==> src/rtl/bnn_neuron_acc.sv <==
// bnn_neuron_acc: binary neuron, one XNOR-popcount activation per frame.
// Each accepted beat adds popcount(~(in_data ^ in_weight)) to a running sum.
// At frame end the sum is compared against the threshold latched on the first
// beat, and a 1-bit activation is presented on a valid/ready output.
// Optional build macro BNN_NEURON_SCORE_EN adds port out_score (raw final sum).

// One popcount lane: counts matching bit positions in a LANE_W slice.
module bnn_neuron_acc_lane #(
    parameter  int LANE_W = 8,
    localparam int LC_W   = $clog2(LANE_W + 1)
) (
    input  logic [LANE_W-1:0] a,
    input  logic [LANE_W-1:0] b,
    output logic [LC_W-1:0]   cnt
);
    logic [LANE_W-1:0] xn;

    assign xn = ~(a ^ b);

    // sum the match bits of this slice
    always_comb begin
        cnt = '0;
        for (int i = 0; i < LANE_W; i++)
            cnt = cnt + LC_W'(xn[i]);
    end
endmodule

module bnn_neuron_acc #(
    parameter  int DATA_W    = 32,
    parameter  int MAX_BEATS = 16,
    localparam int CNT_W     = $clog2(MAX_BEATS + 1),
    localparam int ACC_W     = $clog2(DATA_W * MAX_BEATS + 1)
) (
    input  logic              clock,
    input  logic              reset_n,
    input  logic [CNT_W-1:0]  cfg_beats,
    input  logic [ACC_W-1:0]  cfg_threshold,
    input  logic              in_valid,
    output logic              in_ready,
    input  logic [DATA_W-1:0] in_data,
    input  logic [DATA_W-1:0] in_weight,
    output logic              out_valid,
    input  logic              out_ready,
    output logic              out_neuron,
`ifdef BNN_NEURON_SCORE_EN
    output logic [ACC_W-1:0]  out_score,
`endif
    output logic              busy
);
    // The beat is split into fixed-width lanes; a ragged last lane is padded
    // with data=0 / weight=1 so the pad bits never count as matches.
    localparam int LANE_W    = 8;
    localparam int NUM_LANES = (DATA_W + LANE_W - 1) / LANE_W;
    localparam int PAD_W     = NUM_LANES * LANE_W;
    localparam int LC_W      = $clog2(LANE_W + 1);
    localparam int PC_W      = $clog2(DATA_W + 1);

    typedef enum logic [1:0] {IDLE, ACCUM, DONE} state_t;

    typedef struct packed {
        logic [CNT_W-1:0] beats;
        logic [ACC_W-1:0] thr;
    } cfg_t;

    state_t                         state, state_nxt;
    cfg_t                           cfg_q;
    logic [ACC_W-1:0]               acc;
    logic [CNT_W-1:0]               cnt;
    logic [PAD_W-1:0]               d_flat, w_flat;
    logic [NUM_LANES-1:0][LC_W-1:0] lane_cnt;
    logic [PC_W-1:0]                pc;
    logic                           accept;
    logic [CNT_W-1:0]               beats_eff;
    logic [ACC_W-1:0]               acc_base;
    logic [ACC_W-1:0]               sum;
    logic [ACC_W-1:0]               thr_use;
    logic                           done_entry;
    logic                           out_hs;

    assign in_ready = (state != DONE);
    assign busy     = (state != IDLE);
    assign accept   = in_valid && in_ready;
    assign out_hs   = (state == DONE) && out_valid && out_ready;

    // pad the beat out to a whole number of lanes
    always_comb begin
        d_flat = '0;
        w_flat = '1;
        d_flat[DATA_W-1:0] = in_data;
        w_flat[DATA_W-1:0] = in_weight;
    end

    for (genvar l = 0; l < NUM_LANES; l++) begin : g_lane
        bnn_neuron_acc_lane #(.LANE_W(LANE_W)) u_lane (
            .a   (d_flat[l*LANE_W +: LANE_W]),
            .b   (w_flat[l*LANE_W +: LANE_W]),
            .cnt (lane_cnt[l])
        );
    end

    // reduce lane counts to the per-beat match count
    always_comb begin
        pc = '0;
        for (int l = 0; l < NUM_LANES; l++)
            pc = pc + PC_W'(lane_cnt[l]);
    end

    // effective frame length from the live config: 0 means 1, clamp to MAX_BEATS
    always_comb begin
        if (cfg_beats == '0)
            beats_eff = CNT_W'(1);
        else if (cfg_beats > CNT_W'(MAX_BEATS))
            beats_eff = CNT_W'(MAX_BEATS);
        else
            beats_eff = cfg_beats;
    end

    // the first beat of a frame starts from zero and uses the live threshold
    always_comb begin
        acc_base = (state == IDLE) ? '0 : acc;
        thr_use  = (state == IDLE) ? cfg_threshold : cfg_q.thr;
        sum      = acc_base + ACC_W'(pc);
    end

    // state register
    always_ff @(posedge clock or negedge reset_n) begin
        if (!reset_n) state <= IDLE;
        else          state <= state_nxt;
    end

    // next-state: frame start, last beat, output handshake
    always_comb begin
        state_nxt = state;
        case (state)
            IDLE:
                if (accept)
                    state_nxt = (beats_eff == CNT_W'(1)) ? DONE : ACCUM;
            ACCUM:
                if (accept && (cnt == cfg_q.beats - CNT_W'(1)))
                    state_nxt = DONE;
            DONE:
                if (out_hs)
                    state_nxt = IDLE;
            default:
                state_nxt = IDLE;
        endcase
    end

    assign done_entry = (state != DONE) && (state_nxt == DONE);

    // accumulator, beat counter and config latch
    always_ff @(posedge clock or negedge reset_n) begin
        if (!reset_n) begin
            acc   <= '0;
            cnt   <= '0;
            cfg_q <= '0;
        end else if (accept) begin
            acc <= sum;
            if (state == IDLE) begin
                cnt         <= CNT_W'(1);
                cfg_q.beats <= beats_eff;
                cfg_q.thr   <= cfg_threshold;
            end else begin
                cnt <= cnt + CNT_W'(1);
            end
        end
    end

    // result registers: set on DONE entry, held until the next DONE entry
    always_ff @(posedge clock or negedge reset_n) begin
        if (!reset_n) begin
            out_valid  <= 1'b0;
            out_neuron <= 1'b0;
        end else if (done_entry) begin
            out_valid  <= 1'b1;
            out_neuron <= (sum >= thr_use);
        end else if (out_hs) begin
            out_valid  <= 1'b0;
        end
    end

`ifdef BNN_NEURON_SCORE_EN
    // raw final sum, captured alongside out_neuron
    always_ff @(posedge clock or negedge reset_n) begin
        if (!reset_n)        out_score <= '0;
        else if (done_entry) out_score <= sum;
    end
`endif

endmodule

==> config.mk <==
export PLATFORM = sky130hd
export DESIGN_NAME = bnn_neuron_acc
export DESIGN_NICKNAME = d
export VERILOG_FILES = /design/src/rtl/bnn_neuron_acc.sv
export SDC_FILE = /design/constraint.sdc
export NUM_CORES = 1
export LEC_CHECK = 0
export ABC_CLOCK_PERIOD_IN_PS = 10300
export CAP_MARGIN = 40
export CORE_ASPECT_RATIO = 0.5
export CORE_UTILIZATION = 30
export DETAILED_ROUTE_END_ITERATION = 8
export RECOVER_POWER = 50
export SETUP_SLACK_MARGIN = 0.4
export SYNTH_ARGS = -nofsm -noshare
export SYNTH_HDL_FRONTEND = slang
export SYNTH_SLANG_ARGS = --single-unit
export TNS_END_PERCENT = 1
==> constraint.sdc <==
create_clock -name clock -period 10.3 [get_ports clock]
set_input_delay 2.575 -clock clock [delete_from_list [all_inputs] [get_ports clock]]
set_output_delay 2.575 -clock clock [all_outputs]
set_load 0.02 [all_outputs]
### After elaboration in Yosys (flattened, before gate mapping)

Cells that the tools add are included.

* add/sub/neg operators: 34
* $lt $le $gt $ge: 2
* equality and inequality tests: 6
* muxes and demuxes: 12
* bitwise logic cells: 8
* reductions and logical operators: 10

Operators with widths (count)
* $add 4x1->4: 24
* $not 8->8: 4
* $xor 8x8->8: 4
* $mux 10: 2
* $mux 5: 3
* $add 10x6->10: 1
* $ge 10x10->1: 1
* $add 1x1->2: 4
* $mux 2: 4
* $add 5x4->6: 1
* $add 6x4->6: 1
* $pmux 2 s3: 1
* $add 4x4->5: 1
* $add 5x1->5 const B: 1
* $eq 5x1->1 const B: 1
* $eq 5x5->1: 1
* $gt 5x5->1 const B: 1
* $logic_and 1x1->1: 5
* $logic_not 5->1: 1
* $sub 5x1->5 const B: 1
* $eq 2x2->1 const B: 2
* $reduce_bool 2->1: 2
* $eq 2x1->1 const B: 1
* $logic_not 2->1: 1
* other kinds (3): 4

* register bits: 34
* output and inout port bits: 4
* logic and storage cells: 79

### Depth between registers and ports, before layout

Gate-level depths: netlist of the first run.

* word-level depth: 14
* depth in mapped cells: 27

### By module

A second synthesis of the first run with hierarchy kept.

* cell total of the unflattened synthesis: 380
* area total of the unflattened synthesis: 3475.8 um2

By module, submodules not included
* bnn_neuron_acc: instances 1, cells each 280, area each 2539.9 um2, sequential area each 850.8 um2
* bnn_neuron_acc_lane: instances 4, cells each 25, area each 234.0 um2, sequential area each 0.0 um2

### Worst setup path before layout of the first run

Ideal clock, no wire load.

* path kind: input port to flip-flop
* from: in in_data[8]
* to: reg out_neuron
* library setup time: 130 ps
* data arrival time: 8765 ps
* required time: 10170 ps
* setup slack: 1405 ps
* cell stages on the path: 26
* path buffers: 0
* cells stage by stage: xnor2_1 > ha_1 > inv_1 > fa_1 > inv_1 > fa_1 > inv_1 > fa_1 > inv_1 > fa_1 > fa_1 > inv_1 > fa_1 > fa_1 > inv_1 > ha_1 > fa_1 > a21o_1 > a21oi_1 > xnor2_1 > ha_1 > a21o_1 > a211oi_1 > o21ai_0 > o21ai_0 > a31oi_1

* cells in the longest elaborated chain, start to end: 14

RTL lines
* start: declaration: line 40 `input logic [DATA_W-1:0] in_data,`
* $xor 8x8->8: line 18 `assign xn = ~(a ^ b);`
* $not 8->8: line 18
* $add 1x1->2: line 24 `cnt = cnt + LC_W'(xn[i]);`
* $add 4x1->4 (6 in a row): line 24
* $add 4x4->5: line 105 `pc = pc + PC_W'(lane_cnt[l]);`
* $add 5x4->6: line 105
* $add 6x4->6: line 105
* $add 10x6->10: line 122 `sum = acc_base + ACC_W'(pc);`
* via sum[5]: line 75 `logic [ACC_W-1:0] sum;`
* $ge 10x10->1: line 176 `out_neuron <= (sum >= thr_use);`
* end signal: assignment: line 176
* end: declaration: line 44 `output logic out_neuron,`

The timed path passes the listed nets, and every way through them passes these cells.
A chain may end at the register's enable or synchronous reset.

### Worst setup path after layout of the first run

* from: in in_weight[8]
* to: reg out_neuron

* cells in the longest elaborated chain, start to end: 14

RTL lines
* start: declaration: line 41 `input logic [DATA_W-1:0] in_weight,`
* $xor 8x8->8: line 18
* $not 8->8: line 18
* $add 1x1->2: line 24
* $add 4x1->4 (6 in a row): line 24
* $add 4x4->5: line 105
* $add 5x4->6: line 105
* $add 6x4->6: line 105
* $add 10x6->10: line 122
* via sum[7]: line 75
* $ge 10x10->1: line 176

The timed path passes the listed nets, and every way through them passes these cells.

==> impl_metrics.csv, run 1 <==
group,metric,value,unit
status,status,"complete, but fails checks",
status,violations,"capacitance limit, slew limit",
route,drt_first_pass_iters,4,
route,antenna_left,0,
setup_path,crit_path_start,"in_weight[8]",
min_path,whs_path_depth,2,
cells_and_area,drive_gt1_share,3.261,%
route,dr_total_vias,2727,
cells_and_area,n_antenna_cell,0,
floorplan,io_pins,87,
clock_tree,cts_tree,"done",
logic_synthesis,avgSynthCellArea,9.312,um2
route,wl_per_cell,12.14,um
sta,fin_crit_sh,91.06,%
sta,max_freq,0.1066,GHz
logic_synthesis,seq_area_frac_synth,24.50,%
grt,overflow,0,
clock_tree,cts_root_buf,"clkbuf_16",
cells_and_area,final_common_cell,"clkdlybuf4s50_1",
floorplan,start_util,31.25,%
logic_synthesis,yosys_warnings,0,
sta,post-route-min-period,9379,ps
logic_synthesis,ys_types,48,
clock_tree,cts_buffer_depth,2,
setup_path,crit_buf_inv,7,
setup_path,crit_cells,28,
grt,antenna_found_initial,0,
place,io_buffer_count,86,
logic_synthesis,synthFlopType,"dfrtp_1",
route,drc,0,
grt,grt_max_degree,35,
sta,finClkSkew,5.197,ps
grt,grt_pass1_wl,12260,um
setup_path,end_kind,"flop",
sta,setup_viol,0,
setup_path,worstSetupStartpointType,"primary input",
sta,hold_viol,0,
sta,tightest_slew,1897,ps
cells_and_area,area_growth,33.83,%
clock_tree,clk_pin_slew,60,ps
clock_tree,holdBufCountCts,0,
floorplan,core-area,0.01111,mm2
sta,worst_hold_slack,463.0,ps
setup_path,worst_path_most_repeated_cell,"fa_1",
setup_path,cp_top_family,"adder cells",
logic_synthesis,synth.net_count,518,
place,place_congestion,0.7435,
sta,fin_tns_setup,0,ps
clock_tree,cts_setup_buffers,0,
setup_path,cp.required,10460,ps
min_path,holdCritStartpoint,"acc[5]",
cells_and_area,fin_util,41.82,%
cells_and_area,final_cell_mix,"clkdlybuf4s50_1 (84), nand2_1 (59), inv_1 (44), ha_1 (35), dfrtp_1 (34)",
sta,rsz0062_at_grt,"false",
logic_synthesis,synth_seq_cells,34,
clock_tree,cts_sinks,34,
clock_tree,clock_latency,280,ps
clock_tree,htreeDepth,2,
clock_tree,cts_made_buffers,5,
logic_synthesis,netlist_instances,373,
clock_tree,cts-resized-gates,0,
logic_synthesis,synthArstFlopShare,100.0,%
floorplan,die_w,154.2,um
setup_path,r2r-start,"state[0]",
logic_synthesis,synth_edf_count,0,
floorplan,num_rows,27,
setup_path,max_stage_delay,540,ps
setup_path,setup.worst_path.class,"primary input to flop",
sta,maxSlewHeadroom,-26.50,%
place,hpwl,6036,um
setup_path,r2r_cells,20,
min_path,min_path_type,"flop to flop",
logic_synthesis,syn_area,0.003473,mm2
floorplan,die_y,78.09,um
floorplan,die_area,0.01204,mm2
route,dr.first_iter.drc_count,77,
job,maxCapViolCount,1,
grt,grt_pass1_vias,2616,
sta,finalMaxSlewViolations,35,
grt,grt.total_usage,12.92,%
setup_path,cp_max_fo,7,
route,avgViaCountPerCell,4.507,
setup_path,slowest_stage,"fa_1",
route,wirelength,7342,um
cells_and_area,nets,604,
setup_path,cp.arrival,9540,ps
## layer usage
layer / part of all wire, % / wire length (um) / GRT usage, %
met2: 41 / 3038 / 20.09
met5: 0 / 0 / 0
met3: 4.9 / 362 / 3.037
met1: 53 / 3873 / 18.00
met4: 0.93 / 68 / 3.300
## through the flow
step                      setup slack, ps  std cells  cell area (um2)
final                               920.8        605             4648
after global routing                530.7        605             4648
after CTS                           879.2        605             4652
after detailed placement            571.7        597             4486
after global placement              668.6        597             4486
after floorplan                      1405        373             3473
## cell families after synthesis
| family | Yosys count | synth area share [%] |
|---|---|---|
| adder cells (fa/ha/maj) | 62 | 28.17 |
| AND/OR/NAND/NOR | 110 | 14.99 |
| XOR/XNOR | 50 | 12.61 |
| buffers and inverters | 54 | 6.268 |
| flip-flops | 34 | 24.50 |
| multiplexers | 10 | 2.918 |
| AO/OA/AOI/OAI | 53 | 10.55 |
## worst reg2reg max path: cells and delay by family, from the launching register on
| family | cells | cell delay (ps) |
|---|---|---|
| and+or+nand+nor | 3 | 630 |
| buffers and inverters | 3 | 310 |
| adders and majority gates | 6 | 2470 |
| xor gates and xnor gates | 1 | 70 |
| DFF | 1 | 490 |
| AOI/OAI and AO/OA | 7 | 1250 |
## synthesized netlist by cell type (2+ instances only)
cell       n  area [um2]
nand2_1   59       221.5
nand2b_1   3       18.77
nor2_1    15       56.30
nor3b_1    2       15.01
nand3_1    4       20.02
dfrtp_1   34       850.8
a211oi_1   3       22.52
clkbuf_1   3       11.26
nand3b_1   2       15.01
xor2_1    27       236.5
inv_1     44       165.2
nor3_1     4       20.02
nor4b_1    2       17.52
xnor2_1   23       201.4
nand4_1    4       25.02
buf_2      6       30.03
a31oi_1    2       12.51
a21o_1     5       37.54
o21ai_0   13       65.06
fa_1      27       540.5
o211ai_1   3       22.52
a21oi_1   11       55.05
ha_1      35       437.9
nor2b_1    4       25.02
mux2i_1    9       90.09
and2_1     7       43.79
## cell type report
type / instances / area [um2]
timing repair buffer: 89 / 879.6
multi-input combinational: 285 / 2405
clock buffer: 8 / 166.4
tap: 145 / 181.4
inverter: 44 / 165.2
fill: 1092 / 6466
sequential: 34 / 850.8
## worst paths after layout
kind	end	slack, ps
worst max-delay path	out_neuron	920
worst min-delay path	acc[5]	460
worst max register to register	out_neuron	4960
worst min register to register	acc[5]	460
max in group asynchronous	cnt[1]	5840
min in group asynchronous	cnt[2]	3360
## sequential cells by signal, summed over array words and instances (netlist names)
signal / count
cfg_q: 15
acc: 10
cnt: 5
state: 2
out_neuron: 1
out_valid: 1
Power of run 1 is not shown: default switching activity piles up to over one toggle a cycle in this logic, so the estimate is an artifact.
==> run 2, diff against run 1 <==
ABC_CLOCK_PERIOD_IN_PS = 10000   (was 10300)
CTS_CLUSTER_DIAMETER = 120   (was default)
clock period = 10 ns   (was 10.3 ns; I/O delays follow)
==> impl_metrics.csv, run 2 (synthesis gave the netlist of run 1 again) <==
group,metric,value,unit
setup_path,rr_endpoint,"out_neuron",
sta,finClkSkew,4.314,ps
min_path,whs_endpoint,"acc[5]",
cells_and_area,top_register,"cfg_q",
cells_and_area,fin_util,41.70,%
sta,setup_viol,0,
status,violations,"capacitance limit, slew limit",
sta,finalMaxSlewViolations,35,
min_path,min_path_type,"flop to flop",
setup_path,max_stage_delay,540,ps
sta,finalWorstSetupSlack,785.0,ps
route,drc,0,
min_path,holdCritStartpoint,"acc[5]",
clock_tree,htreeDepth,2,
cells_and_area,final_cell_mix,"clkdlybuf4s50_1 (84), nand2_1 (59), inv_1 (44), ha_1 (35), dfrtp_1 (34)",
setup_path,worstSetupStartpointType,"primary input",
setup_path,cp_max_fo,2,
floorplan,num_rows,27,
clock_tree,clock_latency,280,ps
cells_and_area,fill_cells,1112,
cells_and_area,area_growth,33.43,%
cells_and_area,nets,604,
clock_tree,cts_tree,"done",
setup_path,cp.required,10160,ps
setup_path,end_kind,"flop",
sta,fin_tns_setup,0,ps
setup_path,worst_path_most_repeated_cell,"fa_1",
setup_path,rrSetupSlack,4760,ps
sta,rsz0062_at_grt,"false",
cells_and_area,largest_reg_flops,15,
clock_tree,clk_pin_slew,60,ps
grt,grt_pass1_wl,12360,um
sta,max_freq,0.1085,GHz
cells_and_area,drive_gt1_share,3.478,%
route,wirelength,7328,um
floorplan,start_util,31.25,%
job,maxCapViolCount,1,
setup_path,r2r_cells,19,
route,avgViaCountPerCell,4.514,
sta,maxSlewHeadroom,-26.71,%
setup_path,slowest_stage,"fa_1",
route,dr_total_vias,2731,
sta,post-route-min-period,9215,ps
grt,grt_max_degree,35,
floorplan,die_w,154.2,um
route,drt_first_pass_iters,4,
place,hpwl,6079,um
place,io_buffer_count,86,
clock_tree,cts_setup_buffers,0,
floorplan,die_y,78.09,um
route,antenna_left,0,
sta,fin_crit_sh,92.15,%
grt,grt.total_usage,13.02,%
sta,hold_viol,0,
place,place_congestion,0.7429,
cells_and_area,final_common_cell,"clkdlybuf4s50_1",
grt,overflow,0,
setup_path,r2r-start,"state[0]",
cells_and_area,n_antenna_cell,0,
grt,grt_pass1_vias,2659,
clock_tree,cts_sinks,34,
min_path,whs_path_depth,2,
setup_path,setup.worst_path.class,"primary input to flop",
setup_path,cp.arrival,9370,ps
clock_tree,cts_root_buf,"clkbuf_16",
place,dp_slack,356.0,ps
floorplan,io_pins,87,
clock_tree,cts_made_buffers,5,
cells_and_area,largest_registers,"cfg_q x15, acc x10, cnt x5",
grt,antenna_found_initial,0,
route,dr.first_iter.drc_count,60,
floorplan,die_area,0.01204,mm2
sta,tightest_slew,1901,ps
route,wl_per_cell,12.11,um
setup_path,cp_top_family,"adder cells",
floorplan,core-area,0.01111,mm2
status,status,"complete, but fails checks",
clock_tree,cts_buffer_depth,2,
setup_path,crit_buf_inv,7,
[run 2: metal layers]
layer  track usage [%]  wire length [um]
met1             18.51              3906
met2             19.95              3050
met3             2.209               315
met4             4.500                55
met5                 0                 0
[run 2: what timing repair did]
item / CTS / global route
resized for setup: 0 / 2
endpoints found under the setup margin: 0 / 1
hold buffers: 0 / 0
[run 2: layout make-up]
type | count | area [um2] | area share (%)
clock inverter | 1 | 5.005 | 0.1080
tap | 145 | 181.4 | 3.915
timing repair buffer | 89 | 879.6 | 18.98
multi-input combinational | 285 | 2410 | 52.00
clock buffer | 7 | 142.6 | 3.078
sequential | 34 | 850.8 | 18.36
inverter | 44 | 165.2 | 3.564
[run 2: worst max-delay path by stage]
| stage | to | slack (ps) | from | depth (start not counted) |
|---|---|---|---|---|
| after floorplan | out_neuron | 1180 | in_data[8] | 26 |
| after global placement | out_neuron | 450 | in_weight[8] | 28 |
| after detailed placement | out_neuron | 360 | in_weight[8] | 28 |
| after CTS | out_neuron | 660 | in_weight[8] | 28 |
| after global routing | out_neuron | 470 | in_weight[8] | 27 |
| final | out_neuron | 790 | in_weight[8] | 27 |
[run 2: through the flow]
step | cell area (um2) | hold slack [ps] | cells
floorplan | 3473 | 437.4 | 373
global placement | 4486 | 452.4 | 597
global route | 4634 | 495.0 | 605
CTS | 4633 | 467.9 | 605
finish | 4634 | 464.1 | 605
detailed placement | 4486 | 453.7 | 597
[run 2: tightest hold or removal path: cells and delay by family (launching register included)]
kind | cells | cell delay [ps]
AND/OR/NAND/NOR | 2 | 100
flip-flops | 1 | 330
Power of run 2 is left out for the same reason.
